## src/rtl/tm1638_emu.sv

```systemverilog
// TM1638 display/key controller emulator: decodes the host's 3-wire serial frames into
// display RAM and display-control registers, and shifts key-scan bytes back on read.
module tm1638_emu #(
  parameter int SYNC_STAGES = 2
) (
  input  logic         i_clk,
  input  logic         i_rst_n,
  input  logic         i_tm1638_clk,
  input  logic         i_tm1638_stb,
  input  logic         i_tm1638_dio,
  output logic         o_tm1638_dio,
  output logic         o_tm1638_dio_oe,
  input  logic [31:0]  i_key_scan,
  output logic [127:0] o_disp_ram,
  output logic         o_display_on,
  output logic [2:0]   o_brightness,
  output logic         o_wr_strobe,
  output logic [3:0]   o_wr_addr,
  output logic         o_frame_err,
  output logic         o_idle
);

  typedef enum logic [2:0] {
    S_IDLE   = 3'd0,
    S_CMD    = 3'd1,
    S_WRITE  = 3'd2,
    S_READ   = 3'd3,
    S_IGNORE = 3'd4
  } state_t;

  logic [SYNC_STAGES-1:0] clk_sync_q;
  logic [SYNC_STAGES-1:0] stb_sync_q;
  logic [SYNC_STAGES-1:0] dio_sync_q;
  logic                   clk_prev_q;
  logic                   stb_prev_q;

  logic clk_s;
  logic stb_s;
  logic dio_s;
  logic clk_rise_s;
  logic clk_fall_s;
  logic stb_rise_s;
  logic stb_fall_s;

  state_t      state_q;
  logic [2:0]  bit_cnt_q;
  logic [7:0]  byte_sr_q;
  logic [7:0]  byte_d;
  logic        byte_done_s;
  logic [3:0]  addr_q;
  logic        fixed_addr_q;
  logic        display_on_q;
  logic [2:0]  brightness_q;
  logic        dio_q;
  logic        dio_oe_q;
  logic        wr_strobe_q;
  logic [3:0]  wr_addr_q;
  logic        frame_err_q;
  logic [31:0] key_sr_q;
  logic [5:0]  rd_cnt_q;
  logic [7:0]  ram_q [16];

  assign clk_s = clk_sync_q[SYNC_STAGES-1];
  assign stb_s = stb_sync_q[SYNC_STAGES-1];
  assign dio_s = dio_sync_q[SYNC_STAGES-1];

  assign clk_rise_s = clk_s & ~clk_prev_q;
  assign clk_fall_s = ~clk_s & clk_prev_q;
  assign stb_rise_s = stb_s & ~stb_prev_q;
  assign stb_fall_s = ~stb_s & stb_prev_q;

  // DIO is synchronized with the same depth as CLK, so the bit sampled on a rise is aligned
  assign byte_d      = {dio_s, byte_sr_q[7:1]};
  assign byte_done_s = (bit_cnt_q == 3'd7);

  // Pin synchronizers and edge-history flops; idle pins read as high
  always_ff @(posedge i_clk or negedge i_rst_n) begin
    if (!i_rst_n) begin
      clk_sync_q <= {SYNC_STAGES{1'b1}};
      stb_sync_q <= {SYNC_STAGES{1'b1}};
      dio_sync_q <= {SYNC_STAGES{1'b1}};
      clk_prev_q <= 1'b1;
      stb_prev_q <= 1'b1;
    end else begin
      clk_sync_q <= {clk_sync_q[SYNC_STAGES-2:0], i_tm1638_clk};
      stb_sync_q <= {stb_sync_q[SYNC_STAGES-2:0], i_tm1638_stb};
      dio_sync_q <= {dio_sync_q[SYNC_STAGES-2:0], i_tm1638_dio};
      clk_prev_q <= clk_s;
      stb_prev_q <= stb_s;
    end
  end

  // Frame FSM: byte assembly, command decode, RAM writes and key readback
  always_ff @(posedge i_clk or negedge i_rst_n) begin
    if (!i_rst_n) begin
      state_q      <= S_IDLE;
      bit_cnt_q    <= 3'd0;
      byte_sr_q    <= 8'd0;
      addr_q       <= 4'd0;
      fixed_addr_q <= 1'b0;
      display_on_q <= 1'b0;
      brightness_q <= 3'd0;
      dio_q        <= 1'b0;
      dio_oe_q     <= 1'b0;
      wr_strobe_q  <= 1'b0;
      wr_addr_q    <= 4'd0;
      frame_err_q  <= 1'b0;
      key_sr_q     <= 32'd0;
      rd_cnt_q     <= 6'd0;
      for (int n = 0; n < 16; n++) begin
        ram_q[n] <= 8'd0;
      end
    end else begin
      wr_strobe_q <= 1'b0;
      frame_err_q <= 1'b0;
      if (stb_rise_s) begin
        // A strobe rise ends the frame wherever it stands; half-shifted bits are dropped
        if (((state_q == S_CMD) || (state_q == S_WRITE)) && (bit_cnt_q != 3'd0)) begin
          frame_err_q <= 1'b1;
        end
        state_q   <= S_IDLE;
        dio_oe_q  <= 1'b0;
        bit_cnt_q <= 3'd0;
      end else if (stb_fall_s) begin
        state_q   <= S_CMD;
        bit_cnt_q <= 3'd0;
        dio_oe_q  <= 1'b0;
      end else if (!stb_s && (state_q != S_IDLE)) begin
        if (clk_rise_s) begin
          byte_sr_q <= byte_d;
          bit_cnt_q <= bit_cnt_q + 3'd1;
          if ((state_q == S_READ) && (rd_cnt_q != 6'd32)) begin
            rd_cnt_q <= rd_cnt_q + 6'd1;
          end
          if (byte_done_s) begin
            case (state_q)
              S_CMD: begin
                case (byte_d[7:6])
                  2'b01: begin
                    fixed_addr_q <= byte_d[2];
                    if (byte_d[1]) begin
                      state_q  <= S_READ;
                      key_sr_q <= i_key_scan;
                      rd_cnt_q <= 6'd0;
                    end else begin
                      state_q <= S_IGNORE;
                    end
                  end
                  2'b10: begin
                    display_on_q <= byte_d[3];
                    brightness_q <= byte_d[2:0];
                    state_q      <= S_IGNORE;
                  end
                  2'b11: begin
                    addr_q  <= byte_d[3:0];
                    state_q <= S_WRITE;
                  end
                  default: state_q <= S_IGNORE;
                endcase
              end
              S_WRITE: begin
                ram_q[addr_q] <= byte_d;
                wr_strobe_q   <= 1'b1;
                wr_addr_q     <= addr_q;
                if (!fixed_addr_q) begin
                  addr_q <= addr_q + 4'd1;
                end
              end
              default: ;
            endcase
          end
        end else if (clk_fall_s && (state_q == S_READ)) begin
          // The host samples on the next rise, so each bit is launched on the preceding fall
          if (rd_cnt_q == 6'd32) begin
            dio_oe_q <= 1'b0;
          end else begin
            dio_q    <= key_sr_q[0];
            dio_oe_q <= 1'b1;
            key_sr_q <= {1'b0, key_sr_q[31:1]};
          end
        end
      end
    end
  end

  for (genvar n = 0; n < 16; n++) begin : g_ram_out
    assign o_disp_ram[8*n +: 8] = ram_q[n];
  end

  assign o_tm1638_dio    = dio_q;
  assign o_tm1638_dio_oe = dio_oe_q;
  assign o_display_on    = display_on_q;
  assign o_brightness    = brightness_q;
  assign o_wr_strobe     = wr_strobe_q;
  assign o_wr_addr       = wr_addr_q;
  assign o_frame_err     = frame_err_q;
  assign o_idle          = stb_s & (state_q == S_IDLE);

endmodule

```

## config.mk

```make
export PLATFORM = sky130hd
export DESIGN_NAME = tm1638_emu
export DESIGN_NICKNAME = d
export VERILOG_FILES = /design/src/rtl/tm1638_emu.sv
export SDC_FILE = /design/constraint.sdc
export NUM_CORES = 1
export LEC_CHECK = 0
export CAP_MARGIN = 20
export CORE_ASPECT_RATIO = 1.5
export CORE_MARGIN = 3
export CORE_UTILIZATION = 55
export CTS_CLUSTER_SIZE = 24
export DETAILED_ROUTE_END_ITERATION = 8
export PLACE_DENSITY = 0.85
export RECOVER_POWER = 25
export SLEW_MARGIN = 15
export SYNTH_ARGS = -nofsm -noshare
export SYNTH_HDL_FRONTEND = slang
export SYNTH_SLANG_ARGS = --single-unit
```

## constraint.sdc

```tcl
create_clock -name i_clk -period 6.8 [get_ports i_clk]
set_input_delay 2.04 -clock i_clk [delete_from_list [all_inputs] [get_ports i_clk]]
set_output_delay 2.04 -clock i_clk [all_outputs]
set_load 0.02 [all_outputs]
```

==> results.md <==
* Most frequent cells in the layout: mux2_2, dfrtp_1, clkdlybuf4s50_1, nand2_1, clkbuf_16
* Total grt overflow at 0
* Starting density of the core at approximately 57%
* Met3 Routed Length at 1.237 mm
* CP Class: reg2out
* Tmin final at 4.233 ns
* YS warnings at 0
* Final hold viol count at 0
* Post-Syn Nets at 662
* Leakage at 5.254 nW
* Setup Skew at 0.01056 ns
* # setup viols final at 0
* Max-slew violations at 0
* Peak supply drop at 179.0 µV
* Top-level I/O count at around 180
* Max-slew headroom at 26.70%
* DRC errors left at 0
* Hold WS at 0.3553 ns
* Vias per cell at 5.726
* Worst min path class: reg2reg
* Clock Pin Slew Worst Setup and Hold Paths at 0.06 ns
* DRT antenna net count at 0
* FFs w/ async S/R, synth at 100.0%
* Int Pwr at 1.878 mW
* Pwr Density at 219.6 nW/µm²
* Largest net degree at the start of global routing at 120
* Die W at 108.8 µm
* Total CTS buffers at 19
* Final Cycle Share at 62.25%
* Xor/xnor share of the synthesized area at less than 1%
* Startpoint types: flip-flop
* Skew-Pair Late Insertion Delay at 0.48 ns
* Unrepaired setup endpoints after global routing: no
* Worst Min Path Start: dio_sync_q[0]
* Setup bufs post-CTS at 0
* First-pass GRT wire length at 33.11 mm
* Htree depth at 1
* Final antenna diode count at 0
* CP Max Fanout at 10
* Comb pwr share at 5.2%
* Nets at a little over 800
* CTS tree: yes
* Post-CTS resize count at 0
* DR WL/cell at roughly 21 µm
* Outcome: finished clean
* Least-Margin Pin Slew at 1.091 ns
* Vias in the first global route at 6186
* Layout cell share with drive strength beyond 1 at 31.53%
* #FFs+latches synth at between 200 and 250
* Seq/Total Area, Yosys at between 50% and 60%
* Drt first pass iters at 4
* Worst-case clock buffer depth at 3
* Reg-to-reg critical path startpoint: stb_sync_q[1]
* Commonest non-fill, non-tap cell in the layout: mux2_2
* Row count at 55
* Max Cap Viol at 0
* Post-route cell area at between 10000 and 15000 µm²
* Adder-Cell Fraction of Synth Area at 1.578%
* Placer Congestion at 0.9135
* Sequential share of power at 53.1%
* Initial antenna violation count at 0
* DIE HEIGHT at 160.2 µm
* IO Port Bufs at 177
* Max Clk Rate at 236.2 MHz
* DRT met1 WL at 7.690 mm
* GRT Total Usage at 24.21%
* Kind of end point of the critical path: output pin
* DR iter-0 viols at 292
* Clk root buf: clkbuf_16
* Post-CTS Hold Buffers at 0
* DRT Wirelength at 20.63 mm
* Post-synth EDFFs at 0
* # clock sinks at about 200
* Cell Area, Synth at 8723 µm²
* Worst slack, placed at 3.077 ns
* Total power at 2.453 mW
* Top FF cell, synth: dfrtp_1
* Fin Setup TNS at 0 ns
* Detailed Place HPWL at 13.98 mm
* Syn Inst Count at 614
* Die footprint at between 15000 and 20000 µm²
* Instance area after placement at 10620 µm²
* Placeable Area at 15350 µm²
* Via Count at 5680
* Synthesis-to-finish area growth at 28.05%
* Critical path startpoint: state_q[2]
* Psw at 0.5753 mW
* Cells on Worst Hold Path at 0
* Clock Power Share at 41.7%
* Top sig layer: met4
* CP required at 4.76 ns
* Post-synthesis mux area share at 26.05%
* Simple-Gate Fraction of Synth Area at 7.717%
* Compound-Gate Fraction of Synth Area at approximately 3.4%
* Switching part of the total power at 23.45%
* Avg Cell Area, Syn at 14.21 µm²
* Synth cell types at 56
* R2R cell count at 6
* Largest family of logic cells by synthesized area: multiplexers
* Metal2 WL at about 11 mm
* Critical path arrival at around 2.2 ns
* Setup ws final at 2.567 ns
[layer usage]
layer	vias to the layer above	track usage [%]
li1	2512	-
met1	2914	28.21
met2	205	44.43
met3	49	4.691
met4	0	7.007
met5	-	0
[through the flow]
step           util, %  std cells
6_report         72.79        992
5_1_grt          72.79        992
4_1_cts          73.04        991
3_5_place_dp     69.17        958
3_3_place_gp     69.17        958
2_1_floorplan        -        614
[final cells by class]
type / count / area, µm²
Clock buffer: 27 / 535.5
Sequential cell: 204 / 5115
Fill cell: 1029 / 4175
Tap cell: 199 / 249.0
Timing Repair Buffer: 180 / 1808
Clock inverter: 6 / 57.56
Multi-Input combinational cell: 360 / 3346
Inverter: 16 / 60.06
[final timing paths]
kind	to	slack (ns)
setup / recovery	o_idle	2.57
hold / removal	dio_sync_q[1]	0.36
setup reg to reg	o_disp_ram[90]	3.06
hold reg to reg	dio_sync_q[1]	0.36
max in group asynchronous	fixed_addr_q	4.11
min in group asynchronous	o_disp_ram[59]	1.59
[power groups by stage]
| stage | sequential [mW] | combinational (mW) | clock, mW |
|---|---|---|---|
| after floorplan | 1.27 | 0.0946 | 0 |
| final | 1.30 | 0.127 | 1.02 |
| after detailed placement | 1.33 | 0.129 | 0 |
| after CTS | 1.31 | 0.129 | 1.04 |
| after global routing | 1.31 | 0.141 | 1.09 |
| after global placement | 1.32 | 0.122 | 0 |
[logic make-up (layout without fill, tap and decap cells)]
family	count (synthesis)	count (layout)
buffers and inverters	50	229
adders and majority gates	11	11
xor gates and xnor gates	1	1
AOI/OAI and AO/OA	45	45
muxes	202	202
DFF	204	204
and+or+nand+nor	101	101
[Yosys cell counts, types with 3 or more instances]
library cell,n,area [µm²]
mux2_2,199,2241
dfrtp_1,196,4905
nand2_1,32,120.1
clkbuf_1,20,75.07
inv_1,16,60.06
o21ai_0,12,60.06
a21oi_1,11,55.05
ha_1,11,137.6
nand3_1,9,45.04
buf_2,8,40.04
dfstp_2,8,210.2
nand3b_1,7,52.55
nor3_1,7,35.03
and3_1,6,37.54
nor3b_4,5,93.84
buf_4,4,30.03
nor2_2,4,25.02
o31ai_1,4,30.03
nand2b_1,3,18.77
nor2_1,3,11.26
nor3b_1,3,22.52
or4_1,3,22.52
[worst max-delay path, cell delays in order, from the launching register on]
cell	delay, ns
dfrtp_1	0.52
nor3_2	0.41
and2_1	0.19
clkdlybuf4s50_1	0.60
[sequential cells by signal, indices dropped and copies added (netlist names), 4 cells and up]
name        flops
rd_cnt_q        6
addr_q          4
key_sr_q       32
o_disp_ram    128
o_wr_addr       4
byte_sr_q       7
Power figures use the tool's default switching activity.
